**src/rtl/if_id_buffer_if.sv**
```systemverilog
// Fetch-to-decode bundle: enqueue side, dequeue side, flush and occupancy.
// Latency: none (wires only).
// Backpressure: in_ready toward fetch, out_ready from decode.
interface if_id_buffer_if #(
    parameter int DEPTH  = 2,
    parameter int ADDR_W = 64,
    parameter int INST_W = 32
);
    localparam int CNT_W = $clog2(DEPTH) + 1;

    logic              in_valid;
    logic [ADDR_W-1:0] in_pc;
    logic [INST_W-1:0] in_inst;
    logic              in_ready;
    logic              out_valid;
    logic [ADDR_W-1:0] out_pc;
    logic [INST_W-1:0] out_inst;
    logic [2:0]        out_class;
    logic              out_ready;
    logic              flush;
    logic [CNT_W-1:0]  count;

    // Fetch/decode side (drives requests, observes buffer state).
    modport master (
        output in_valid, in_pc, in_inst, out_ready, flush,
        input  in_ready, out_valid, out_pc, out_inst, out_class, count
    );

    // Buffer side.
    modport slave (
        input  in_valid, in_pc, in_inst, out_ready, flush,
        output in_ready, out_valid, out_pc, out_inst, out_class, count
    );
endinterface

```
**src/rtl/if_id_buffer.sv**
```systemverilog
// Two-entry elastic IF/ID buffer storing {pc, inst, class}, with single-cycle flush.
// Latency: one cycle from enqueue edge to out_*; no combinational bypass.
// Backpressure: in_ready depends only on registered count (no enqueue when full, even with a dequeue).
module if_id_buffer #(
    parameter int DEPTH  = 2,
    parameter int ADDR_W = 64,
    parameter int INST_W = 32
) (
    input logic          clk,
    input logic          rst,
    if_id_buffer_if.slave bus
);
    localparam int PTR_W = $clog2(DEPTH);
    localparam int CNT_W = $clog2(DEPTH) + 1;
    localparam logic [INST_W-1:0] NOP_INST = INST_W'(32'h0000_0013);

    logic [PTR_W-1:0]  wr_ptr_q, wr_ptr_d;
    logic [PTR_W-1:0]  rd_ptr_q, rd_ptr_d;
    logic [CNT_W-1:0]  count_q, count_d;
    logic [ADDR_W-1:0] pc_q   [DEPTH];
    logic [INST_W-1:0] inst_q [DEPTH];
    logic [2:0]        cls_q  [DEPTH];

    logic enq;
    logic deq;
    logic [2:0] in_class;

    // Coarse decode of the major opcode; non-32-bit encodings fall into OTHER.
    function automatic logic [2:0] classify(input logic [6:0] op);
        logic [2:0] c;
        if (op[1:0] != 2'b11) begin
            c = 3'd7;
        end else begin
            case (op)
                7'b0110011, 7'b0111011: c = 3'd0;
                7'b0010011, 7'b0011011: c = 3'd1;
                7'b0000011:             c = 3'd2;
                7'b0100011:             c = 3'd3;
                7'b1100011:             c = 3'd4;
                7'b1101111, 7'b1100111: c = 3'd5;
                7'b0110111, 7'b0010111: c = 3'd6;
                default:                c = 3'd7;
            endcase
        end
        return c;
    endfunction

    assign in_class      = classify(bus.in_inst[6:0]);
    assign bus.in_ready  = (count_q != CNT_W'(DEPTH));
    assign bus.out_valid = (count_q != '0);
    assign bus.out_pc    = pc_q[rd_ptr_q];
    assign bus.out_inst  = inst_q[rd_ptr_q];
    assign bus.out_class = cls_q[rd_ptr_q];
    assign bus.count     = count_q;

    assign enq = bus.in_valid  && bus.in_ready  && !bus.flush;
    assign deq = bus.out_valid && bus.out_ready && !bus.flush;

    // Next pointer/occupancy; flush overrides any enqueue or dequeue.
    always_comb begin
        wr_ptr_d = wr_ptr_q;
        rd_ptr_d = rd_ptr_q;
        count_d  = count_q;
        if (bus.flush) begin
            wr_ptr_d = '0;
            rd_ptr_d = '0;
            count_d  = '0;
        end else begin
            if (enq) wr_ptr_d = wr_ptr_q + PTR_W'(1);
            if (deq) rd_ptr_d = rd_ptr_q + PTR_W'(1);
            count_d = count_q + CNT_W'(enq) - CNT_W'(deq);
        end
    end

    // Pointer and occupancy registers.
    always_ff @(posedge clk or posedge rst) begin
        if (rst) begin
            wr_ptr_q <= '0;
            rd_ptr_q <= '0;
            count_q  <= '0;
        end else begin
            wr_ptr_q <= wr_ptr_d;
            rd_ptr_q <= rd_ptr_d;
            count_q  <= count_d;
        end
    end

    // Entry storage; reset seeds a NOP so the idle head reads pc=0, class ALU-I.
    always_ff @(posedge clk or posedge rst) begin
        if (rst) begin
            for (int i = 0; i < DEPTH; i++) begin
                pc_q[i]   <= '0;
                inst_q[i] <= NOP_INST;
                cls_q[i]  <= 3'd1;
            end
        end else if (enq) begin
            pc_q[wr_ptr_q]   <= bus.in_pc;
            inst_q[wr_ptr_q] <= bus.in_inst;
            cls_q[wr_ptr_q]  <= in_class;
        end
    end
endmodule

```
**src/flat_wrapper.sv**
```systemverilog
// flat-port wrapper written by rule: the top's interface ports become plain ports
module if_id_buffer_flat 
#(
    parameter int DEPTH  = 2,
    parameter int ADDR_W = 64,
    parameter int INST_W = 32
)
  (clk, rst, bus_in_valid, bus_in_pc, bus_in_inst, bus_out_ready, bus_flush, bus_in_ready, bus_out_valid, bus_out_pc, bus_out_inst, bus_out_class, bus_count);
  if_id_buffer_if #(.DEPTH(DEPTH), .ADDR_W(ADDR_W), .INST_W(INST_W)) bus_i ();
  input logic clk;
  input logic rst;
  input wire logic [$bits(bus_i.in_valid)-1:0] bus_in_valid;
  input wire logic [$bits(bus_i.in_pc)-1:0] bus_in_pc;
  input wire logic [$bits(bus_i.in_inst)-1:0] bus_in_inst;
  input wire logic [$bits(bus_i.out_ready)-1:0] bus_out_ready;
  input wire logic [$bits(bus_i.flush)-1:0] bus_flush;
  output wire logic [$bits(bus_i.in_ready)-1:0] bus_in_ready;
  output wire logic [$bits(bus_i.out_valid)-1:0] bus_out_valid;
  output wire logic [$bits(bus_i.out_pc)-1:0] bus_out_pc;
  output wire logic [$bits(bus_i.out_inst)-1:0] bus_out_inst;
  output wire logic [$bits(bus_i.out_class)-1:0] bus_out_class;
  output wire logic [$bits(bus_i.count)-1:0] bus_count;
  assign bus_i.in_valid = bus_in_valid;
  assign bus_i.in_pc = bus_in_pc;
  assign bus_i.in_inst = bus_in_inst;
  assign bus_i.out_ready = bus_out_ready;
  assign bus_i.flush = bus_flush;
  assign bus_in_ready = bus_i.in_ready;
  assign bus_out_valid = bus_i.out_valid;
  assign bus_out_pc = bus_i.out_pc;
  assign bus_out_inst = bus_i.out_inst;
  assign bus_out_class = bus_i.out_class;
  assign bus_count = bus_i.count;
  if_id_buffer #(.DEPTH(DEPTH), .ADDR_W(ADDR_W), .INST_W(INST_W)) u_core (.clk(clk), .rst(rst), .bus(bus_i));
endmodule
```
**config.mk**
```make
export PLATFORM = sky130hd
export DESIGN_NAME = if_id_buffer_flat
export DESIGN_NICKNAME = d
export VERILOG_FILES = /design/src/rtl/if_id_buffer_if.sv /design/src/rtl/if_id_buffer.sv /design/src/flat_wrapper.sv
export SDC_FILE = /design/constraint.sdc
export NUM_CORES = 1
export LEC_CHECK = 0
export CAP_MARGIN = 20
export CORE_ASPECT_RATIO = 1.75
export CORE_MARGIN = 2
export CORE_UTILIZATION = 26
export CTS_CLUSTER_SIZE = 20
export DETAILED_ROUTE_END_ITERATION = 6
export SLEW_MARGIN = 20
export SYNTH_ARGS = -nofsm -noshare
export SYNTH_HDL_FRONTEND = slang
export SYNTH_SLANG_ARGS = --single-unit
```
**constraint.sdc**
```tcl
create_clock -name clk -period 16.9 [get_ports clk]
set_input_delay 4.225 -clock clk [delete_from_list [all_inputs] [get_ports clk]]
set_output_delay 4.225 -clock clk [all_outputs]
set_load 0.01 [all_outputs]
```
==> results_dict.tcl <==
set metrics [dict create \
    status "complete, no violations" \
    grt_overflow 0 \
    die_area_um2 35600 \
    htreeDepth 1 \
    syn-cell-area_um2 8850 \
    synth.largest_area_cell "dfrtp_1" \
    setup-tns-final_ns 0 \
    multi_input_area_um2 3610 \
    initial_utilization 0.263 \
    synth_area_leaders "dfrtp_1 55%, mux2_2 37%, dfstp_2 2.4%" \
    setup.worst_path.start "u_core.rd_ptr_q" \
    clk_latency_ns 0.50 \
    synth_nets 668 \
    leakagePower_nw 4.81 \
    yosysMostFrequentCell "mux2_2" \
    p_int_mw 1.42 \
    combPwrFrac 0.376 \
    seq_area_frac_synth 0.572 \
    root_buffer "clkbuf_16" \
    synth.ff_latch_count 202 \
    crit_type "reg -> out" \
    p_clk_frac 0.219 \
    p_seq_frac 0.404 \
    fmax_mhz 136 \
    numPortBuffers 203 \
    slew_headroom 0.360 \
    wl_um 22000 \
    grt_pass1_vias 6023 \
    power_density_nw_per_um2 165 \
    setup_viol 0 \
    post_synth.cell_area_avg_um2 15.7 \
    cp.arrival_ns 3.15 \
    core-area_um2 33600 \
    die_h_um 248 \
    cp-end-kind "output port" \
    regArea_um2 5070 \
    wl_per_cell_um 17.8 \
    postCtsSetupRepairBufs 0 \
    num_vias 5316 \
    grt_pass1_wl_um 33700 \
    dr.pass1.iters 4 \
    grt_util_all_layers 0.122 \
    yosys.cell_types.count 30 \
    cp_cell_sequence "buf_4, mux2_2, clkdlybuf4s50_1" \
    fin_crit_ns 7.37 \
    synth_top_area_frac 0.548 \
    final_layout_size_suffix_gt1_frac 0.446 \
    ir_drop_mv 0.0913 \
    fin_crit_sh 0.436 \
    cts_tree "built" \
    cp_slowest_stage_delay_ns 0.88 \
    synth_edf_count 0 \
    slowest_stage "dfrtp_4" \
    viasPerCell 4.30 \
    drtIter0Drc 151 \
    p_sw_uw 562 \
    skew_ns 0.00532 \
    rsz0062_at_grt "no" \
    die_w_um 143 \
    ios 204 \
    hp-class "reg -> reg" \
    worstPathRequired_ns 12.68 \
    design_power_total_mw 1.98 \
    hold_violations 0 \
    yosys-top-cells-count "287 x mux2_2, 194 x dfrtp_1, 17 x buf_2, 11 x clkbuf_1, 10 x mux2_4" \
    rows 89 \
    ys_async_sr_fraction 1.00 \
    drc 0 \
    cts_hold_buf 0 \
    cp_max_fo 53 \
    ys.flop_type "dfrtp_1" \
    clkTransAtPathRegs_ns 0.06 \
    cts.sink_count 202 \
    switching_share 0.283 \
    syn-instance-count 565 \
    drt.antenna.violating_nets 0 \
    worst_slack_ns 9.53 \
    nets 868 \
    area_growth_pct 35.3 \
    clockBufferDepth 3 \
    ctsResizeCount 0 \
    rr_startpoint "u_core.bus.count[0]" \
    critPathBufInv 2 \
    yosys_warnings 0 \
    nFillCells 3326 \
    max_slew.worst_pin.slew_ns 0.961 \
    dp_slack_ns 9.93 \
    start_kind "flip-flop" \
    gp_congestion 0.752 \
    grt_max_degree 80 \
    cts_made_buffers 21 \
    antenna_found_initial 4 \
    maxCapViolations 0 \
    cp_top_family "buffers and inverters" \
    hp-start "u_core.pc_q[10]" \
    final_max_slew_viol_count 0 \
    dp_hpwl_um 14700 \
]
## metrics by stage
| stage | util | hold WS [ns] | instances | cell area [um2] |
|---|---|---|---|---|
| after CTS | 0.356 | 0.501 | 1233 | 12000 |
| after floorplan | - | 0.474 | 565 | 8850 |
| final | 0.356 | 0.498 | 1237 | 12000 |
| after global routing | 0.356 | 0.506 | 1236 | 12000 |
| after global placement | 0.337 | 0.482 | 1197 | 11300 |
| after detailed placement | 0.337 | 0.487 | 1197 | 11300 |
## flip-flops by register name, indices dropped and copies added (netlist names)
signal	cells
u_core.pc_q	128
u_core.inst_q	64
u_core.cls_q	6
u_core.bus.count	2
u_core.rd_ptr_q	1
u_core.wr_ptr_q	1
## final cells by class
class	instances	area share
multi-input cells	327	0.301
well taps	455	0.0475
repair buffers	209	0.173
clock buffers	31	0.0495
diodes	4	0.000836
inverters	4	0.00188
flip-flops and latches	202	0.423
clock inverters	5	0.00251
## logic make-up (layout without fill, tap and decap cells)
group	Yosys count	in the layout	synth area share
muxes	297	297	0.382
DFF	202	202	0.572
buffers and inverters	36	249	0.0206
and+or+nand+nor	19	19	0.0137
AOI/OAI and AO/OA	5	5	0.00466
xor gates and xnor gates	4	4	0.00396
adders and majority gates	2	2	0.00283
other	0	4	0
## worst paths after layout
path / slack (ns) / endpoint / cells after the start
worst min register to register: 0.50 / u_core.pc_q[10] / 1
min in group asynchronous: 4.20 / u_core.inst_q[47] / 2
worst max-delay path: 9.53 / bus_out_pc[47] / 3
max in group asynchronous: 11.33 / u_core.rd_ptr_q / 3
worst max register to register: 14.27 / u_core.pc_q[63] / 5
worst min-delay path: 0.50 / u_core.pc_q[10] / 1
## power groups by stage
stage | clock (mW) | sequential [mW] | combinational [mW]
6_report | 0.435 | 0.801 | 0.745
5_1_grt | 0.473 | 0.827 | 0.802
4_1_cts | 0.456 | 0.802 | 0.762
3_5_place_dp | 0 | 0.810 | 0.759
3_3_place_gp | 0 | 0.805 | 0.749
2_1_floorplan | 0 | 0.766 | 0.442
## layer usage
metal,part of all wire,wire (um),vias to the layer above,global-route usage
met4,0.028,608,2,0.0525
met2,0.58,12800,116,0.244
met5,0.00059,13,-,0
li1,-,-,2419,-
met3,0.046,1020,30,0.0227
met1,0.34,7570,2749,0.120
## layout by cell type (no fill, tap or decap), types with 3 or more instances in the layout
master | Yosys | layout
mux2_2 | 287 | 287
clkdlybuf4s50_1 | 0 | 203
dfrtp_1 | 194 | 193
clkbuf_16 | 0 | 21
mux2_4 | 10 | 10
dfstp_2 | 8 | 8
clkbuf_1 | 11 | 7
buf_4 | 1 | 6
diode_2 | 0 | 4
nor2_1 | 4 | 4
nand2_1 | 3 | 3
inv_1 | 4 | 3
xor2_1 | 3 | 3
clkbuf_8 | 0 | 3
clkinv_2 | 0 | 3
## worst reg2reg max path, delay by kind of cell, from the launching register on
| family | cells | cell delay (ns) |
|---|---|---|
| buffers and inverters | 1 | 0.81 |
| muxes | 1 | 0.45 |
| DFF | 1 | 0.41 |
| and+or+nand+nor | 3 | 0.84 |
Power figures use the tool's default switching activity.
==> patch 1, RTL diff (same flow settings) <==
`INST_W` is set to 32 in 3 places; all go to 64.
--- a/src/rtl/if_id_buffer_if.sv
+++ b/src/rtl/if_id_buffer_if.sv
@@ -5,5 +5,5 @@
     parameter int DEPTH  = 2,
     parameter int ADDR_W = 64,
-    parameter int INST_W = 32
+    parameter int INST_W = 64
 );
     localparam int CNT_W = $clog2(DEPTH) + 1;
--- a/src/rtl/if_id_buffer.sv
+++ b/src/rtl/if_id_buffer.sv
@@ -5,5 +5,5 @@
     parameter int DEPTH  = 2,
     parameter int ADDR_W = 64,
-    parameter int INST_W = 32
+    parameter int INST_W = 64
 ) (
     input logic          clk,
--- a/src/flat_wrapper.sv
+++ b/src/flat_wrapper.sv
@@ -4,5 +4,5 @@
     parameter int DEPTH  = 2,
     parameter int ADDR_W = 64,
-    parameter int INST_W = 32
+    parameter int INST_W = 64
 )
   (clk, rst, bus_in_valid, bus_in_pc, bus_in_inst, bus_out_ready, bus_flush, bus_in_ready, bus_out_valid, bus_out_pc, bus_out_inst, bus_out_class, bus_count);
Ports: changed (resized bus_in_inst and bus_out_inst); port bits go from 204 to 268. The function was not compared with the original's and may differ.
==> patch 1 against the unedited design <==
  * Routed wire length grew 40%
  * Combinational power rose by 38%
  * Critical path depth rose by 1
  * Final area rose by 35%
  * Non-clock buffer count increased by 68
  * Via count is 32% higher
  * Setup slack worse by 0.62 ns
  * Sequential cell count is 64 higher
  * Area after synthesis is 35% higher
  * Power rose by 39%
  * Largest power group unchanged
  * Highest routed layer unchanged
==> patch 1: results (changes against the unedited design) <==
* Nets at 1135 (was 868)
* Synthesized area per cell at 16.23 um2 (was 15.67 um2)
* Syn Nets at 872 (was 668)
* Antenna violations before repair at 10 (was 4)
* Finished Layout Cells at 1613 (was 1237)
* Area post-placement at 0.01516 mm2 (was 0.01135 mm2)
* Length of the first detailed-routing pass in iterations at 4 (unchanged)
* Placer Congestion at 0.7765 (was 0.7520)
* Maximum vdd drop at 0.00008573 V (was 0.00009128 V)
* Gr usage total at 12.41% (was 12.24%)
* Buffers on Ports at 267 (was 203)
* CTS Buf Count at 28 (was 21)
* Hpwl dp at 20.73 mm (was 14.66 mm)
* Most frequent cells after synthesis: mux2_2, dfrtp_1, mux2_4, buf_2, buf_6 (was mux2_2, dfrtp_1, buf_2, clkbuf_1, mux2_4)
* Status: finished clean (unchanged)
* Pin count of the biggest net entering global routing at 79 (was 80)
* Share of cells above drive strength 1 at 45.25% (was 44.60%)
* Clk_lat worst skew at 0.55 ns (was 0.50 ns)
* Slowest stage delay, CP at 0.91 ns (was 0.88 ns)
* Int Pwr at 0.001989 W (was 0.001419 W)
* First-pass GRT wire length at 46.49 mm (was 33.73 mm)
* Filler cells at 4352 (was 3326)
* Initial DRC Count at 239 (was 151)
* Synth async-reset ratio at 100.0% (unchanged)
* Max FO, Critical Path at 48 (was 53)
* Synth area leaders: dfrtp_1, mux2_2, mux2_4 (was dfrtp_1, mux2_2, dfstp_2)
* LEAKAGE at 6.688 nW (was 4.809 nW)
* Total number of vias at 7035 (was 5316)
* Number of global-route vias before repair at 7787 (was 6023)
* Worst-margin pin slew at 0.9985 ns (was 0.9606 ns)
* Biggest regs: u_core.inst_q: 128 flops, u_core.pc_q: 128 flops, u_core.cls_q: 6 flops (was u_core.pc_q: 128 flops, u_core.inst_q: 64 flops, u_core.cls_q: 6 flops)
* Post-DR wirelength/cell at 19.04 um (was 17.76 um)
* Final clock skew at 0.009821 ns (was 0.005316 ns)
* Yosys cell types at 28 (was 30)
* Seq/Total Area, Yosys at 55.74% (was 57.22%)
* Crit path DAT at 3.77 ns (was 3.15 ns)
* Longest Clk Path Bufs at 3 (unchanged)
-- patch 1: changes by cell type after synthesis, moves of 4 or more --
cell | unedited run | this run
dfrtp_1 | 194 | 258
buf_6 | 3 | 11
mux2_2 | 287 | 303
clkbuf_1 | 11 | 7
buf_4 | 1 | 9
mux2_4 | 10 | 90
-- patch 1: critical path: cells and delay by family, from the launching register on --
| kind | cells | cell delay, ns |
|---|---|---|
| buf+inv | 3 | 1.83 |
| mux | 1 | 0.40 |
| flops | 1 | 0.91 |
-- patch 1: path summary, 6_finish.rpt --
check / from / to / slack (ns) / depth (start not counted)
worst max-delay path: u_core.rd_ptr_q / bus_out_inst[40] / 8.91 / 4
worst min-delay path: u_core.pc_q[21] / u_core.pc_q[21] / 0.50 / 1
worst max register to register: u_core.bus.count[0] / u_core.pc_q[12] / 13.76 / 6
worst min register to register: u_core.pc_q[21] / u_core.pc_q[21] / 0.50 / 1
max in group asynchronous: rst / u_core.inst_q[41] / 10.90 / 4
min in group asynchronous: rst / u_core.pc_q[102] / 4.12 / 2
-- patch 1: cells by family (layout without fill, tap and decap cells) --
group | Yosys count | in the layout | share of synthesized area (%)
adders and majority gates | 2 | 2 | 0.2092
buffers and inverters | 48 | 332 | 2.657
xor gates and xnor gates | 4 | 4 | 0.2930
other | 0 | 9 | 0
muxes | 393 | 393 | 39.83
AOI/OAI and AO/OA | 5 | 5 | 0.3452
and+or+nand+nor | 19 | 19 | 0.9310
DFF | 266 | 266 | 55.74
-- patch 1: final cells by class --
type	instances	share of cell area, %
antenna	9	0.1393
clock buffer	45	5.417
sequential	266	41.26
timing repair buffer	277	17.02
multi-input combinational	423	30.87
inverter	4	0.1393
tap	583	4.512
clock inverter	6	0.6501
-- patch 1: per-layer routing --
metal / track usage, % / vias up / routed length, um
met4: 6.630 / 2 / 1092
met5: 0 / - / 13
met3: 2.543 / 50 / 1461
met1: 12.78 / 3632 / 11110
li1: - / 3173 / -
met2: 23.46 / 178 / 17040
-- patch 1: power groups by stage --
stage	clock (W)	sequential (W)	combinational [W]
6_report	0.000654	0.00107	0.00103
5_1_grt	0.000705	0.00110	0.00110
4_1_cts	0.000684	0.00107	0.00105
3_5_place_dp	0	0.00108	0.00105
3_3_place_gp	0	0.00107	0.00104
2_1_floorplan	0	0.00101	0.000628
-- patch 1: stage by stage --
stage,util (%),setup slack [ns]
after detailed placement,33.19,9.381
after CTS,35.34,8.779
final,35.40,8.908
after global routing,35.40,8.676
after global placement,33.19,9.371
after floorplan,-,5.363
==> patch 2, RTL diff (config.mk and constraints unchanged) <==
Made on the original files. Make the reset (`rst`) synchronous in 2 clocked blocks.
--- a/src/rtl/if_id_buffer.sv
+++ b/src/rtl/if_id_buffer.sv
@@ -74,5 +74,5 @@
 
     // Pointer and occupancy registers.
-    always_ff @(posedge clk or posedge rst) begin
+    always_ff @(posedge clk) begin
         if (rst) begin
             wr_ptr_q <= '0;
@@ -87,5 +87,5 @@
 
     // Entry storage; reset seeds a NOP so the idle head reads pc=0, class ALU-I.
-    always_ff @(posedge clk or posedge rst) begin
+    always_ff @(posedge clk) begin
         if (rst) begin
             for (int i = 0; i < DEPTH; i++) begin
Check against the original RTL: differs if rst is asserted again (counterexample within 4 cycles, from zero or initial values and one cycle with rst high); with rst held inactive, the same outputs for 4 cycles.
==> patch 2 against the unedited design <==
  * Sequential share of layout area grew 8.2 points
  * Count of clock-buffer cells in the layout shrank 6
  * Die area shrank 0.19%
  * Register-to-register slack lost 0.12 ns
  * Area after synthesis is 0.20% lower
  * Routed wire length decreased by 3.2%
  * Cell count rose by 0.40%
  * Synthesized cell count grew 0.71%
  * Final area hardly changed
  * Setup slack improved by 0.17 ns
  * Sequential cell count rose by 1
Power is not compared: it rests on default switching activity, and its combinational part moved more than twofold at a synthesized area within 25%.
==> patch 2: results (changes against the unedited design) <==
* Status: finished clean (unchanged)
* Synthesis Warnings at 0 (unchanged)
* Seq/Total Area, Yosys at 68.43% (was 57.22%)
* Worst relative slew slack at 35.15% (was 35.96%)
* # H-tree levels at 1 (unchanged)
* Final wirelength at 21.27 mm (was 21.97 mm)
* Longest Clk Path Bufs at 3 (unchanged)
* Clock transition at path regs at 0.06 ns (about the same)
* Post-CTS Resized at 0 (unchanged)
* Pin count of the biggest net entering global routing at 100 (was 80)
* Root Buffer: clkbuf_16 (unchanged)
* Setup Fix Bufs, Post-CTS at 0 (unchanged)
* Synth async-reset ratio at 0% (was 100.0%)
* Pre-CTS setup slack at 9.774 ns (was 9.932 ns)
* Initial DRC Count at 225 (was 151)
* CTS Buf Count at 21 (unchanged)
* Antenna violations before repair at 8 (was 4)
* Max FO, Critical Path at 54 (was 53)
* Nets at 872 (was 868)
* Number of synthesized flops with an enable pin at 198 (was 0)
* Buffers on Ports at 203 (unchanged)
* Gr usage total at 11.75% (was 12.24%)
* Share of cells above drive strength 1 at 18.65% (was 44.60%)
* Area post-placement at 0.01134 mm2 (was 0.01135 mm2)
* Clk_lat worst skew at 0.50 ns (about the same)
* Total number of vias at 5143 (was 5316)
* Hold WC Path Type: reg2reg (unchanged)
* Placer Congestion at 0.7401 (was 0.7520)
* Net switching fraction of the power at 22.00%
* Filler cells at 3336 (was 3326)
* Syn Nets at 672 (was 668)
* Final clock skew at 0.01026 ns (was 0.005316 ns)
* Synth area leaders: edfxtp_1, and2_1, mux2_2 (was dfrtp_1, mux2_2, dfstp_2)
* Length of the first detailed-routing pass in iterations at 6 (was 4)
* Hpwl dp at 13.36 mm (was 14.66 mm)
* Maximum vdd drop at 0.00006089 V
* Number of global-route vias before repair at 5449 (was 6023)
* LEAKAGE at 4.344 nW
* First-pass GRT wire length at 31.36 mm (was 33.73 mm)
* Crit path DAT at 2.97 ns (was 3.15 ns)
* Most frequent cells after synthesis: edfxtp_1, and2_1, mux2_2, buf_2, clkbuf_2 (was mux2_2, dfrtp_1, buf_2, clkbuf_1, mux2_4)
* Yosys cell types at 30 (unchanged)
* Biggest regs: u_core.pc_q: 128 flops, u_core.inst_q: 64 flops, u_core.cls_q: 6 flops (unchanged)
==> patch 2: changes by cell type after synthesis, sizes merged, moves of 5 or more <==
cell,unedited run,this run
and2,0,185
buf,21,14
clkbuf,11,18
dfrtp,194,0
dfstp,8,0
dfxtp,0,5
edfxtp,0,198
mux2,297,99
nand2b,2,7
==> patch 2: power by group through the flow <==
stage / logic, W / clock network (W) / registers, W
after floorplan: 0.0000470 / 0 / 0.000596
after global placement: 0.000121 / 0 / 0.000595
after detailed placement: 0.000121 / 0 / 0.000596
after CTS: 0.000122 / 0.000453 / 0.000585
after global routing: 0.000127 / 0.000469 / 0.000587
final: 0.000119 / 0.000439 / 0.000585
==> patch 2: layout make-up <==
cell class              count  area [um2]  area share [%]
flip-flops and latches    203        6050           50.46
multi-input cells         329        2629           21.93
repair buffers            209        2077           17.33
well taps                 455       569.3           4.749
clock buffers              25       540.5           4.509
clock inverters            12       93.84          0.7828
inverters                   5       18.77          0.1566
diodes                      4       10.01         0.08350
==> patch 2: layer usage <==
metal / global-route usage (%) / wire (um)
met4: 6.892 / 949
met1: 12.60 / 7732
met3: 2.412 / 1035
met5: 0 / 55
met2: 21.14 / 11500
==> patch 2: worst paths after layout <==
check / start / endpoint / slack, ns / cells past startpoint
setup / recovery: flop / bus_out_class[0] / 9.70 / 3
hold / removal: u_core.rd_ptr_q / u_core.rd_ptr_q / 0.58 / 2
setup reg to reg: u_core.bus.count[0] / u_core.inst_q[1][12] / 14.15 / 5
hold reg to reg: u_core.rd_ptr_q / u_core.rd_ptr_q / 0.58 / 2
==> patch 2: worst max-delay path: stages, from the launching register on <==
cell,delay (ns)
dfxtp_4,0.77
buf_4,0.73
mux2_2,0.41
clkdlybuf4s50_1,0.55
==> patch 2: cell families (layout without fill, tap and decap cells) <==
family                     Yosys count  count (layout)  share of synthesized area, %
xor gates and xnor gates             5               5                        0.4957
and+or+nand+nor                    218             218                         15.72
buffers and inverters               37             251                         1.969
DFF                                203             203                         68.43
muxes                               99              99                         12.62
AOI/OAI and AO/OA                    5               5                        0.4816
adders and majority gates            2               2                        0.2832
other                                0               4                             0
==> patch 2: stage by stage <==
step / util, % / std cells
final: 35.65 / 1242
after global routing: 35.65 / 1242
after CTS: 35.62 / 1238
after detailed placement: 33.73 / 1201
after global placement: 33.73 / 1201
after floorplan: - / 569
